[config.mk]
export PLATFORM = sky130hd
export DESIGN_NAME = dskw_engine
export DESIGN_NICKNAME = d
export VERILOG_FILES = /design/src/rtl/dskw_pkg.sv /design/src/rtl/dskw_shift_acc.sv /design/src/rtl/dskw_engine.sv
export SDC_FILE = /design/constraint.sdc
export NUM_CORES = 1
export LEC_CHECK = 0
export CORE_UTILIZATION = 42
export DETAILED_ROUTE_END_ITERATION = 16
export HOLD_SLACK_MARGIN = 0.1
export PLACE_DENSITY = 0.74
export SLEW_MARGIN = 20
export SYNTH_ARGS = -nofsm -noshare
export SYNTH_HDL_FRONTEND = slang
export SYNTH_SLANG_ARGS = --single-unit
[constraint.sdc]
create_clock -name clk -period 4.7 [get_ports clk]
set_input_delay 0.94 -clock clk [delete_from_list [all_inputs] [get_ports clk]]
set_output_delay 0.94 -clock clk [all_outputs]
set_load 0.1 [all_outputs]
[src/rtl/dskw_pkg.sv]
// Shared types and constants for the deskew datapath sequencer.
// The shift range is fixed at 10 bits signed, which matches the 9-bit image dimension.
package dskw_pkg;

    localparam int ADDR_W_DEF  = 17;
    localparam int DIM_W_DEF   = 9;
    localparam int PIX_W_DEF   = 8;
    localparam int SLOPE_W_DEF = 12;
    localparam int FRAC_W_DEF  = 8;

    localparam int SHIFT_W   = 10;
    localparam int SHIFT_MIN = -512;
    localparam int SHIFT_MAX = 511;

    typedef enum logic [2:0] {
        ST_IDLE,
        ST_ROW,
        ST_COL,
        ST_WR,
        ST_DONE
    } dskw_state_e;

endpackage

[src/rtl/dskw_shift_acc.sv]
// Row shear accumulator: holds r*skew_slope and presents the integer column
// shift floor(acc / 2^FRAC_W), saturated to the signed 10-bit shift range.
module dskw_shift_acc
    import dskw_pkg::*;
#(
    parameter int DIM_W   = DIM_W_DEF,
    parameter int SLOPE_W = SLOPE_W_DEF,
    parameter int FRAC_W  = FRAC_W_DEF
) (
    input  logic                      clk,
    input  logic                      rst_n,
    input  logic                      clear,
    input  logic                      advance,
    input  logic [SLOPE_W-1:0]        slope,
    output logic signed [SHIFT_W-1:0] shift
);

    localparam int ACC_W = DIM_W + SLOPE_W;
    localparam logic signed [ACC_W-1:0]   SAT_HI = ACC_W'(SHIFT_MAX);
    localparam logic signed [ACC_W-1:0]   SAT_LO = ACC_W'(SHIFT_MIN);
    localparam logic signed [SHIFT_W-1:0] SH_HI  = SHIFT_W'(SHIFT_MAX);
    localparam logic signed [SHIFT_W-1:0] SH_LO  = SHIFT_W'(SHIFT_MIN);

    logic signed [ACC_W-1:0] acc_q, acc_d;
    logic signed [ACC_W-1:0] acc_shr;
    logic signed [ACC_W-1:0] slope_ext;

    assign slope_ext = {{DIM_W{slope[SLOPE_W-1]}}, slope};

    always_comb begin
        acc_d = acc_q;
        if (clear) begin
            acc_d = '0;
        end else if (advance) begin
            acc_d = acc_q + slope_ext;
        end
    end

    always_ff @(posedge clk or negedge rst_n) begin
        if (!rst_n) begin
            acc_q <= '0;
        end else begin
            acc_q <= acc_d;
        end
    end

    // Arithmetic shift floors toward minus infinity, so negative slopes round left.
    always_comb begin
        acc_shr = acc_q >>> FRAC_W;
        if (acc_shr > SAT_HI) begin
            shift = SH_HI;
        end else if (acc_shr < SAT_LO) begin
            shift = SH_LO;
        end else begin
            shift = acc_shr[SHIFT_W-1:0];
        end
    end

endmodule

[src/rtl/dskw_engine.sv]
// Deskew sequencer: on dskw_start shears the source image row by row into the
// destination image through a single-port pixel RAM, then pulses dskw_done.
module dskw_engine
    import dskw_pkg::*;
#(
    parameter int ADDR_W  = ADDR_W_DEF,
    parameter int DIM_W   = DIM_W_DEF,
    parameter int PIX_W   = PIX_W_DEF,
    parameter int SLOPE_W = SLOPE_W_DEF,
    parameter int FRAC_W  = FRAC_W_DEF
) (
    input  logic               clk,
    input  logic               rst_n,
    input  logic               dskw_start,
    input  logic [ADDR_W-1:0]  in_img_start_addr,
    input  logic [ADDR_W-1:0]  out_img_start_addr,
    input  logic [DIM_W-1:0]   img_dim,
    input  logic [SLOPE_W-1:0] skew_slope,
    input  logic [PIX_W-1:0]   fill_pixel,
    output logic               mem_en,
    output logic               mem_we,
    output logic [ADDR_W-1:0]  mem_addr,
    output logic [PIX_W-1:0]   mem_wdata,
    input  logic [PIX_W-1:0]   mem_rdata,
    output logic               dskw_done,
    output logic               busy
);

    localparam int SC_W = DIM_W + 2;

    dskw_state_e        state_q, state_d;
    logic [DIM_W-1:0]   r_q, r_d;
    logic [DIM_W-1:0]   c_q, c_d;
    logic [DIM_W-1:0]   dim_q, dim_d;
    logic [ADDR_W-1:0]  src_base_q, src_base_d;
    logic [ADDR_W-1:0]  dst_base_q, dst_base_d;
    logic [SLOPE_W-1:0] slope_q, slope_d;
    logic [PIX_W-1:0]   fill_q, fill_d;
    logic               sel_fill_q, sel_fill_d;

    logic                      acc_clear, acc_adv;
    logic signed [SHIFT_W-1:0] shift;
    logic signed [SC_W-1:0]    sc;
    logic                      sc_in_range;
    logic                      last_col, last_row;

    dskw_shift_acc #(
        .DIM_W   (DIM_W),
        .SLOPE_W (SLOPE_W),
        .FRAC_W  (FRAC_W)
    ) u_shift_acc (
        .clk     (clk),
        .rst_n   (rst_n),
        .clear   (acc_clear),
        .advance (acc_adv),
        .slope   (slope_q),
        .shift   (shift)
    );

    // Source column in 11-bit signed; negative or >= dim means fill.
    assign sc          = $signed({2'b00, c_q}) + $signed({{(SC_W-SHIFT_W){shift[SHIFT_W-1]}}, shift});
    assign sc_in_range = !sc[SC_W-1] && (sc[SC_W-2:0] < {1'b0, dim_q});
    assign last_col    = (c_q == dim_q - 1'b1);
    assign last_row    = (r_q == dim_q - 1'b1);
    assign busy        = (state_q != ST_IDLE);

    always_comb begin
        state_d    = state_q;
        r_d        = r_q;
        c_d        = c_q;
        dim_d      = dim_q;
        src_base_d = src_base_q;
        dst_base_d = dst_base_q;
        slope_d    = slope_q;
        fill_d     = fill_q;
        sel_fill_d = sel_fill_q;
        acc_clear  = 1'b0;
        acc_adv    = 1'b0;
        mem_en     = 1'b0;
        mem_we     = 1'b0;
        mem_addr   = '0;
        mem_wdata  = '0;
        dskw_done  = 1'b0;

        unique case (state_q)
            ST_IDLE: begin
                if (dskw_start) begin
                    dim_d      = img_dim;
                    src_base_d = in_img_start_addr;
                    dst_base_d = out_img_start_addr;
                    slope_d    = skew_slope;
                    fill_d     = fill_pixel;
                    r_d        = '0;
                    acc_clear  = 1'b1;
                    state_d    = (img_dim == '0) ? ST_DONE : ST_ROW;
                end
            end
            ST_ROW: begin
                c_d     = '0;
                state_d = ST_COL;
            end
            ST_COL: begin
                if (sc_in_range) begin
                    mem_en     = 1'b1;
                    mem_addr   = src_base_q + ADDR_W'(sc[SC_W-2:0]);
                    sel_fill_d = 1'b0;
                end else begin
                    sel_fill_d = 1'b1;
                end
                state_d = ST_WR;
            end
            ST_WR: begin
                mem_en    = 1'b1;
                mem_we    = 1'b1;
                mem_addr  = dst_base_q + ADDR_W'(c_q);
                mem_wdata = sel_fill_q ? fill_q : mem_rdata;
                if (last_col) begin
                    if (last_row) begin
                        state_d = ST_DONE;
                    end else begin
                        r_d        = r_q + 1'b1;
                        acc_adv    = 1'b1;
                        src_base_d = src_base_q + ADDR_W'(dim_q);
                        dst_base_d = dst_base_q + ADDR_W'(dim_q);
                        state_d    = ST_ROW;
                    end
                end else begin
                    c_d     = c_q + 1'b1;
                    state_d = ST_COL;
                end
            end
            ST_DONE: begin
                dskw_done = 1'b1;
                state_d   = ST_IDLE;
            end
            default: state_d = ST_IDLE;
        endcase
    end

    always_ff @(posedge clk or negedge rst_n) begin
        if (!rst_n) begin
            state_q    <= ST_IDLE;
            r_q        <= '0;
            c_q        <= '0;
            dim_q      <= '0;
            src_base_q <= '0;
            dst_base_q <= '0;
            slope_q    <= '0;
            fill_q     <= '0;
            sel_fill_q <= 1'b0;
        end else begin
            state_q    <= state_d;
            r_q        <= r_d;
            c_q        <= c_d;
            dim_q      <= dim_d;
            src_base_q <= src_base_d;
            dst_base_q <= dst_base_d;
            slope_q    <= slope_d;
            fill_q     <= fill_d;
            sel_fill_q <= sel_fill_d;
        end
    end

endmodule

==> results.md, run 1 <==
* Final critical-path share of the clock period at 117%
* Worst path buffer plus inverter count at 2
* Status: finished with violations
* Worst hold endpoint: fill_q[2]
* Starting Density at 42.9%
* Worst-Skew Late Latency at around 0.37 ns
* R2R Path End: sel_fill_q
* CP top delay family: compound AO/OA/AOI/OAI gates
* Gr usage total at 24.7%
* Clock-pin slew on the worst setup and hold paths at about 0.08 ns
* Initial antenna violation count at 0
* Vias per Instance at 5.70
* Fin area at 0.0117 sq mm
* Predominant post-synthesis flop cell: dfrtp_1
* Non-Filler Instances at around 1.6k
* Final net count at 1436
* CTS tree: done
* Routed via count at 8875
* Rel. slew slack at 27.0%
* H-tree levels at 3
* Mean Syn Cell Area at 7.94 sq um
* Actual slew at the worst max-slew pin at 1.09 ns
* Number of synthesized flops with an enable pin at 0
* N_diodes at 0
* Routed wire length at ~27000 um
* Most instantiated cells after synthesis: nand2_1 (176), nor2_1 (115), dfrtp_1 (106)
* Reg2reg start: u_shift_acc.acc_q[18]
* Cell with the most instances after synthesis: nand2_1
* Hold path cells at 2
* DP HPWL at 19600 um
* Clk buf depth at 2
* Post-route setup TNS at -13.25 ns
* Flip-flop and latch count after synthesis at roughly 110
* Antenna-violating nets left at 0
* Core area at 0.0211 sq mm
* Overflow after GRT at 0
* Area leader, netlist: dfrtp_1
* Post-DP Area at 0.0111 sq mm
* CP max FO at 4
* Worst-case clock skew at 0.0147 ns
* Hold path startpoint: fill_q[2]
* Critical-path cell list: or2_4, nor2_2, nor2_1, nor2_1, a21oi_2, buf_4, fa_2, a21o_1, a21oi_2, nor2b_2, o31a_1, nor3_2, a2bb2oi_2, ha_1, nand3_1, or3_4, a31oi_4, o2111ai_1, xor2_1, o22ai_4, buf_12
* Clock Sink Count at 106
* CP Capture Type: output port
* Num CTS Buffers at 9
* Post-place setup slack at -0.522 ns
* Final worst slack at -0.788 ns
* Setup violations, final at 18
* Seq/Total Area, Yosys at 29.3%
* Most area-consuming cells after synthesis: dfrtp_1 (29%), ha_1 (11%), nand2_1 (7.3%)
* Peak VDD IR at 0.198 mV
* Max-slew violations at 0
* Global-route wire length before repair at 43000 um
* DR iter-0 viols at approximately 650
* CP max stage cell: dfrtp_1
* WS Path Type: register to output port
* I/O Buffers at 102
* Area grow syn2layout at 29.9%
* FMAX at around 0.18 GHz
* Synth top area share at 29.3%
* Hold Path Class: register to register
* Worst-case reg-to-reg path depth at 21
* Vias in the first global route at ~8.6k
* Row Count at 53
* Die Footprint at 0.0221 sq mm
* Distinct cells, synth at 79
* PD cells at 267 mW/mm^2
* Failing checks: negative setup slack
* Wire length per cell at around 17 um
* Post-Place Cells at 1527
* Ports at a little over 100
* Leakage at 5.20 nW
* RSZ-0062 raised after global routing: yes
* Residual DRC at 0
* Critical path data required time at 3.76 ns
* Die W at ~150 um
* CP peak stage delay at 0.39 ns
* Cell Area, Synth at 0.00904 sq mm
* Critical Path Source: u_shift_acc.acc_q[18]
* Syn Inst Count at 1139
* Post-synthesis async set-or-reset flop share at 100%
* Die Span Y at 149 um
* Critical path arrival at 4.55 ns
* Syn Nets at 1298
* GP Congestion at 0.910
* Final Hold Fails at 0
* Max cap viols at 0
* Root Buffer: clkbuf_16
* Router iterations before antenna repair at 5
* Startpoint Class: register
* Largest net degree at the start of global routing at 48
* Ys Warns at 0
* Internal reg-to-reg setup slack at 0.58 ns
* Post-route minimum period at 5.49 ns
* Layout cell share with drive strength beyond 1 at roughly 15%
==> metal layers <==
| metal | vias to the layer above | wire length, um | track usage, % |
|---|---|---|---|
| met3 | 66 | 1400 | 3.65 |
| met2 | 301 | 13100 | 41.4 |
| li1 | 4324 | - | - |
| met4 | 0 | 1040 | 12.4 |
| met5 | - | 0 | 0 |
| met1 | 4184 | 11400 | 30.8 |
==> flip-flops by register name, indices dropped and copies added, names as in the netlist <==
signal / cells
slope_q: 12
sel_fill_q: 1
dim_q: 9
src_base_q: 17
state_q: 3
u_shift_acc.acc_q: 21
fill_q: 8
r_q: 9
dst_base_q: 17
c_q: 9
==> cells in the final DEF, fill, tap and decap left out, drive strengths merged, types with 7 or more instances in the layout <==
cell and n:
a211oi 9, a21o 18, a21oi 89, a31oi 13, and2 9, and3 8
buf 107, clkbuf 12, clkdlybuf4s50 74, dfrtp 106, ha 79, inv 52
mux2i 10, nand2 176, nand2b 9, nand3 25, nand4 7, nor2 117
nor2b 13, nor3 24, nor4 15, o211ai 9, o21a 9, o21ai 84
o22ai 25, or3 11, xnor2 45, xor2 37
==> worst min-delay path, stage by stage (launching register included) <==
cell	delay, ns
dfrtp_1	0.35
nand2_1	0.05
nand2_1	0.05
==> kinds of logic (layout without fill, tap and decap cells) <==
| kind of cell | after synthesis | count (layout) | share of synthesized area [%] |
|---|---|---|---|
| simple gates | 429 | 429 | 21.5 |
| fa+ha+maj | 85 | 85 | 12.3 |
| flops | 106 | 106 | 29.3 |
| xor+xnor | 84 | 84 | 8.44 |
| compound gates | 320 | 320 | 22.4 |
| buf+inv | 104 | 247 | 4.73 |
| mux | 11 | 11 | 1.23 |
==> worst max-delay path by stage <==
stage | end | slack (ns) | cells past startpoint
2_1_floorplan | mem_addr[10] | -1.27 | 19
3_3_place_gp | mem_addr[9] | -0.42 | 21
3_5_place_dp | mem_addr[9] | -0.52 | 21
4_1_cts | mem_addr[9] | -0.78 | 20
5_1_grt | mem_addr[2] | -1.01 | 22
6_report | mem_addr[15] | -0.79 | 21
==> area by class of cell <==
cell class	count	area (sq um)
clock buffers	11	253
clock inverters	5	56.3
fillers	1872	9340
inverters	49	184
multi-input cells	929	6420
flip-flops and latches	106	2650
well taps	275	344
repair buffers	182	1830
==> timing repair <==
item                                   4_1_cts  5_1_grt
setup endpoints to repair                   18       18
pin swaps                                   16       18
resized for setup                           29       24
gates cloned                                 1        0
buffers inserted                            10        4
hold buffers                                 0        0
endpoints found under the hold margin        0        0
==> power by group <==
group | internal (mW) | switching (mW)
clock network | 0.405 | 0.401
logic | 0.663 | 0.691
registers | 0.940 | 0.0335
total | 2.01 | 1.13
==> metrics by stage <==
| step | hold slack, ns | util [%] | total power, mW |
|---|---|---|---|
| after global routing | 0.494 | 55.7 | 3.29 |
| final | 0.484 | 55.7 | 3.13 |
| after floorplan | 0.445 | - | 1.66 |
| after CTS | 0.483 | 54.9 | 3.05 |
| after global placement | 0.464 | 52.4 | 2.14 |
| after detailed placement | 0.467 | 52.4 | 2.15 |
(Power assumes the default switching activity.)
==> run 2: changes to the inputs <==
CORE_MARGIN = 3   (was unset)
==> run 2 against run 1 <==
The run still ends with negative setup slack left. Sequential power is essentially flat. Global-route usage shrank 2.0 points. Register-to-register slack gained 0.07 ns. Die area grew 5.5%. Count of clock-buffer cells in the layout shrank 1. Via count grew 0.11%. Utilization grew 0.11 points. Total power shrank 2.4%. Largest power group unchanged. Highest routed layer unchanged.
==> results.md, run 2 (same netlist as run 1, synthesis figures left out) <==
* Clock-pin slew on the worst setup and hold paths at 0.08 ns (about the same)
* Clk buf depth at 2 (unchanged)
* PD cells at 260 mW/mm^2 (-2.6%)
* Global-route wire length before repair at 43600 um (+1.4%)
* Routed via count at 8885 (+0.11%)
* Post-DP Area at 0.0110 sq mm (-0.14%)
* Root Buffer: clkbuf_16
* Leakage at 5.20 nW (+0.12%)
* H-tree levels at 3 (unchanged)
* Antenna-violating nets left at 0 (unchanged)
* Routed wire length at 27100 um (+0.62%)
* Hold WS at 0.477 ns (-0.00706 ns)
* CP max FO at 6 (+2)
* # fillers at 1890 (+0.96%)
* DP HPWL at 19600 um (-0.15%)
* Final Hold Fails at 0 (unchanged)
* Die Span Y at 153 um (+2.7%)
* CP Capture Type: output port
* Hold Path Class: register to register
* Commonest non-fill, non-tap cell in the layout: nand2_1
* Worst-case clock skew at 0.0123 ns (-0.00244 ns)
* Largest register FFs at 21 (unchanged)
* Total power at 3.06 mW (-2.4%)
* Final worst slack at -0.869 ns (-0.0811 ns)
* Layout cell share with drive strength beyond 1 at 15.5% (+0.12 points)
* Worst-Skew Late Latency at 0.37 ns (about the same)
* Final net count at 1440 (+0.28%)
* Overflow after GRT at 0 (unchanged)
* Largest regs: u_shift_acc.acc_q (21), dst_base_q (17), src_base_q (17)
* CTS tree: done
* Largest net degree at the start of global routing at 61 (+27%)
* Fin area at 0.0118 sq mm (+0.20%)
* # hold bufs at CTS at 0 (unchanged)
* Failing checks: negative setup slack
* Rel. slew slack at 29.4% (+2.4 points)
* Multi-input logic area at 0.00640 sq mm (-0.29%)
* Actual slew at the worst max-slew pin at 1.06 ns (-0.0361 ns)
* Post-route minimum period at 5.57 ns (+0.0811 ns)
* Most frequent cells in the layout: nand2_1 (174), nor2_1 (111), dfrtp_1 (106)
* Worst path buffer plus inverter count at 3 (+1)
* Startpoint Class: register
* Gr usage total at 22.7% (-2.0 points)
* CP top delay family: compound AO/OA/AOI/OAI gates
* Ports at 103 (unchanged)
* Status: finished with violations
* Residual DRC at 0 (unchanged)
* Area grow syn2layout at 30.2%
* GP Congestion at 0.881 (-3.2%)
* Row Count at 53 (unchanged)
* Most flop-heavy register: u_shift_acc.acc_q
* Max cap viols at 0 (unchanged)
* Setup violations, final at 18 (unchanged)
* Critical path arrival at 4.63 ns (+0.08 ns)
* Die Footprint at 0.0233 sq mm (+5.5%)
* Wire length per cell at 17.4 um (+0.43%)
* CP peak stage delay at 0.51 ns (+0.12 ns)
* Max-slew violations at 0 (unchanged)
* Vias per Instance at 5.70 (about the same)
* Initial antenna violation count at 0 (unchanged)
* Starting Density at 42.9% (unchanged)
* Critical-path cell list: or2_4, nor2_2, nor2_1, nor2_1, a21oi_2, ha_1, a21o_1, a21oi_4, o21bai_4, a2111oi_4, nor2_2, xor2_2, ha_2, or4_4, o21ai_2, nand3b_1, buf_6, buf_12, o211ai_1, clkbuf_16
* DR iter-0 viols at 664 (+2.3%)
* N_diodes at 0 (unchanged)
* Final critical-path share of the clock period at 118% (+1.7 points)
* Router iterations before antenna repair at 5 (unchanged)
* FF+latch area at 0.00265 sq mm (unchanged)
* Critical path data required time at 3.76 ns (about the same)
* Core area at 0.0211 sq mm (unchanged)
* Die W at 153 um (+2.7%)
* Clock Sink Count at 106 (unchanged)
* Vias in the first global route at 8530 (-0.74%)
* WS Path Type: register to output port
* I/O Buffers at 102 (unchanged)
* FMAX at 0.180 GHz (-1.5%)
* Num CTS Buffers at 9 (unchanged)
* RSZ-0062 raised after global routing: yes
* CP max stage cell: or4_4
* Peak VDD IR at 0.234 mV (+18%)
==> run 2: power by group <==
| part | internal (mW) | total (mW) | leakage (nW) | switching, mW |
|---|---|---|---|---|
| Combinational | 0.648 | 1.32 | 3.75 | 0.673 |
| Clock | 0.380 | 0.762 | 0.137 | 0.381 |
| Sequential | 0.940 | 0.976 | 1.31 | 0.0357 |
| Total | 1.97 | 3.06 | 5.20 | 1.09 |
==> run 2: path summary, 6_finish.rpt <==
path,start,to,slack [ns],cells after the start
worst max-delay path,u_shift_acc.acc_q[18],mem_addr[10],-0.87,20
min in group asynchronous,rst_n,fill_q[4],0.59,1
worst min register to register,fill_q[5],fill_q[5],0.48,2
worst max register to register,u_shift_acc.acc_q[18],sel_fill_q,0.65,20
worst min-delay path,fill_q[5],fill_q[5],0.48,2
max in group asynchronous,rst_n,src_base_q[0],3.33,2
==> run 2: area by class of cell <==
class / count / share of cell area (%)
clock buffers: 10 / 2.03
clock inverters: 5 / 0.383
inverters: 49 / 1.56
well taps: 275 / 2.92
flip-flops and latches: 106 / 22.5
repair buffers: 186 / 16.2
multi-input cells: 929 / 54.4
==> run 2: stage by stage <==
stage               setup WS [ns]  util (%)  instances  setup TNS [ns]
global route                -1.07      55.8       1560          -16.57
finish                     -0.869      55.8       1560          -12.84
CTS                        -0.734      54.9       1551          -11.17
floorplan                   -1.27         -       1139          -15.15
global placement           -0.496      52.4       1525           -7.42
detailed placement         -0.621      52.4       1525           -9.32
==> run 2: repair_timing <==
action / 4_1_cts / 5_1_grt
pin swaps: 6 / 22
gates resized for setup: 28 / 23
setup buffers: 10 / 11
endpoints found under the setup margin: 18 / 18
gates cloned: 1 / 0
==> run 2: per-layer routing <==
metal / up-vias / wire (um) / track usage (%)
li1: 4334 / - / -
met2: 236 / 13700 / 40.4
met5: - / 0 / 0
met3: 44 / 1270 / 3.69
met1: 4271 / 11600 / 28.7
met4: 0 / 539 / 5.94
==> run 2: worst register-to-register path: cells and delay by family (launching register included) <==
| kind | cells | cell delay (ns) |
|---|---|---|
| compound gates | 7 | 1.19 |
| xor+xnor | 1 | 0.18 |
| fa+ha+maj | 2 | 0.48 |
| buf+inv | 3 | 0.43 |
| flops | 1 | 0.39 |
| simple gates | 7 | 1.25 |
==> run 3: changes to the inputs <==
CORE_UTILIZATION = 52   (was 42)
PLACE_DENSITY = 0.87   (was 0.74)
==> run 3 against run 2 <==
Clock skew is 0.0039 ns higher. Global-route usage is 7.7 points higher. Flip-flop and latch count stayed put. Final area is 0.56% higher. Critical endpoint is now mem_addr[14]. Sequential power hardly changed. Count of clock-buffer cells in the layout stayed put. Sequential share of layout area is 0.13 points lower. Largest cell class unchanged. Clock power is 5.9% higher. Combinational power is 20% higher. Maximum frequency is 8.2% lower. Die area is 19% lower. Utilization is 15 points higher. Critical path type unchanged. The flow still finishes with violations (negative setup slack).
==> results.md, run 3 (same netlist as run 1, synthesis figures left out) <==
* Actual slew at the worst max-slew pin at 0.969 ns (-0.0883 ns)
* Met1 Usage GRT at 36.3% (+7.7 points)
* GRT busiest layer: met2
* Critical path data required time at 3.76 ns (about the same)
* Critical path arrival at 5.13 ns (+0.50 ns)
* Worst path buffer plus inverter count at 3 (unchanged)
* Most frequent cells in the layout: nand2_1 (172), nor2_1 (110), dfrtp_1 (106)
* Max cap viols at 0 (unchanged)
* Multi-input logic area at 0.00652 sq mm (+1.9%)
* CP Capture Type: output port
* Internal reg-to-reg setup slack at 0.57 ns (-0.08 ns)
* Status: finished with violations
* Clock Sink Count at 106 (unchanged)
* Met3 Usage GRT at 6.49% (+2.8 points)
* Antenna-violating nets left at 0 (unchanged)
* Routed wire length at 31600 um (+17%)
* Die Footprint at 0.0190 sq mm (-19%)
* PD cells at 285 mW/mm^2 (+9.7%)
* Largest regs: u_shift_acc.acc_q (21), dst_base_q (17), src_base_q (17)
* Startpoint Class: register
* Routed via count at 9653 (+8.6%)
* I/O Buffers at 102 (unchanged)
* Root Buffer: clkbuf_16
* Global-route wire length before repair at 45700 um (+4.9%)
* CP max FO at 3 (-3)
* Core area at 0.0168 sq mm (-20%)
* Worst-case reg-to-reg path depth at 20 (unchanged)
* Worst path depth at 22 (+10%)
* DP HPWL at 19300 um (-1.3%)
* Failing checks: negative setup slack
* Vias per Instance at 6.41 (+12%)
* FF+latch area at 0.00265 sq mm (unchanged)
* Commonest non-fill, non-tap cell in the layout: nand2_1
* # fillers at 1174 (-38%)
* GP Congestion at 0.912 (+3.5%)
* Finished Core Util at 70.4% (+15 points)
* Final critical-path share of the clock period at 129% (+11 points)
* # hold bufs at CTS at 0 (unchanged)
* Post-DP Area at 0.0109 sq mm (-0.84%)
* Hold Path Class: register to register
* Largest register FFs at 21 (unchanged)
* GR Layer Usage met2 at 50.7% (+10 points)
* Worst-Skew Late Latency at 0.38 ns (about the same)
* Wire length per cell at 21.0 um (+21%)
* CTS tree: done
* Residual DRC at 0 (unchanged)
* Row Count at 47 (-11%)
* Gr usage total at 30.4% (+7.7 points)
* Vias in the first global route at 9238 (+8.3%)
* RSZ-0062 raised after global routing: yes
* Initial antenna violation count at 1 (+1)
* Post-route minimum period at 6.07 ns (+0.497 ns)
* CP max stage cell: o211ai_1
* Num CTS Buffers at 9 (unchanged)
* Clock-pin slew on the worst setup and hold paths at 0.08 ns (about the same)
* Max-slew violations at 0 (unchanged)
* Most flop-heavy register: u_shift_acc.acc_q
* Leakage at 5.24 nW (+0.79%)
* Setup violations, final at 18 (unchanged)
* WS Path Type: register to output port
* Ports at 103 (unchanged)
* Rel. slew slack at 35.2% (+5.9 points)
* Die Span Y at 138 um (-9.7%)
* FMAX at 0.165 GHz (-8.2%)
* Clk buf depth at 2 (unchanged)
* DR iter-0 viols at 951 (+43%)
* Router iterations before antenna repair at 6 (+1)
* CP peak stage delay at 0.59 ns (+0.08 ns)
* Final net count at 1440 (unchanged)
* Fin area at 0.0118 sq mm (+0.56%)
* Final worst slack at -1.37 ns (-0.497 ns)
* Critical-path cell list: or2_4, nor2_2, nor2_1, nor2_1, a21oi_2, ha_1, a21o_1, a21oi_2, o21bai_2, buf_4, a21oi_4, xnor2_2, ha_2, buf_4, nand2_1, o211ai_1, a31oi_4, o22ai_4, nand3_2, xor2_2, o22ai_4, buf_12
* Hold path cells at 2 (unchanged)
* Final Hold Fails at 0 (unchanged)
* Starting Density at 53.7% (+11 points)
* Post-place setup slack at -0.631 ns (-0.0101 ns)
* Die W at 138 um (-9.7%)
* Area grow syn2layout at 30.9%
* Overflow after GRT at 0 (unchanged)
* H-tree levels at 3 (unchanged)
* Layout cell share with drive strength beyond 1 at 16.6% (+1.1 points)
* Peak VDD IR at 0.260 mV (+11%)
* Worst-case clock skew at 0.0162 ns (+0.00393 ns)
* CP top delay family: compound AO/OA/AOI/OAI gates
* Largest net degree at the start of global routing at 82 (+34%)
[run 3: cell types whose count changed in the layout (fill, tap and decap cells not counted), sizes merged]
cell,delta
diode,+1
clkinv,+1
[run 3: area by class of cell]
cell class / instances / share of cell area, %
well taps: 220 / 2.33
clock inverters: 6 / 0.581
inverters: 49 / 1.55
flip-flops and latches: 106 / 22.4
repair buffers: 186 / 16.0
clock buffers: 10 / 2.02
diodes: 1 / 0.0211
multi-input cells: 929 / 55.1
[run 3: final timing paths]
path,startpoint,end
setup / recovery,u_shift_acc.acc_q[17],mem_addr[14]
hold / removal,slope_q[10],slope_q[10]
setup reg to reg,u_shift_acc.acc_q[17],sel_fill_q
hold reg to reg,slope_q[10],slope_q[10]
max in group asynchronous,rst_n,u_shift_acc.acc_q[20]
min in group asynchronous,rst_n,dst_base_q[15]
[run 3: stage by stage]
stage | hold slack, ns | total power, mW | cells | setup TNS [ns]
finish | 0.487 | 3.38 | 1507 | -16.32
global route | 0.515 | 3.51 | 1507 | -20.44
CTS | 0.492 | 3.07 | 1502 | -11.72
detailed placement | 0.470 | 2.17 | 1472 | -9.39
global placement | 0.461 | 2.13 | 1472 | -5.84
floorplan | 0.445 | 1.66 | 1139 | -15.15
[run 3: what timing repair did]
item / CTS / global route
gates resized for setup: 42 / 34
pin swaps: 15 / 16
setup buffers: 13 / 5
endpoints found under the setup margin: 18 / 18
cloned: 1 / 0
[run 3: worst register-to-register path, cell delays in order (launching register included)]
cell and delay (ns):
dfrtp_1 0.39, or2_4 0.28, nor2_2 0.08, nor2_1 0.04, nor2_1 0.11, a21oi_2 0.06, ha_1 0.31, a21o_1 0.20
a21oi_2 0.20, o21bai_2 0.11, a2111oi_4 0.36, nor2_2 0.10, xor2_2 0.19, ha_2 0.22, or4_4 0.51, o21ai_2 0.12
nand3b_1 0.12, buf_6 0.17, buf_12 0.14, buf_4 0.14, a21boi_0 0.13
[run 3: metal layers]
metal,share of wire (%),vias to the layer above
met4,7.8,0
met5,0,-
met2,46,630
met3,10,197
li1,-,4329
met1,36,4497
[run 3: power breakdown]
group	switching (mW)	leakage, nW	internal (mW)
clock network	0.414	0.147	0.392
logic	0.845	3.78	0.747
registers	0.0360	1.31	0.940
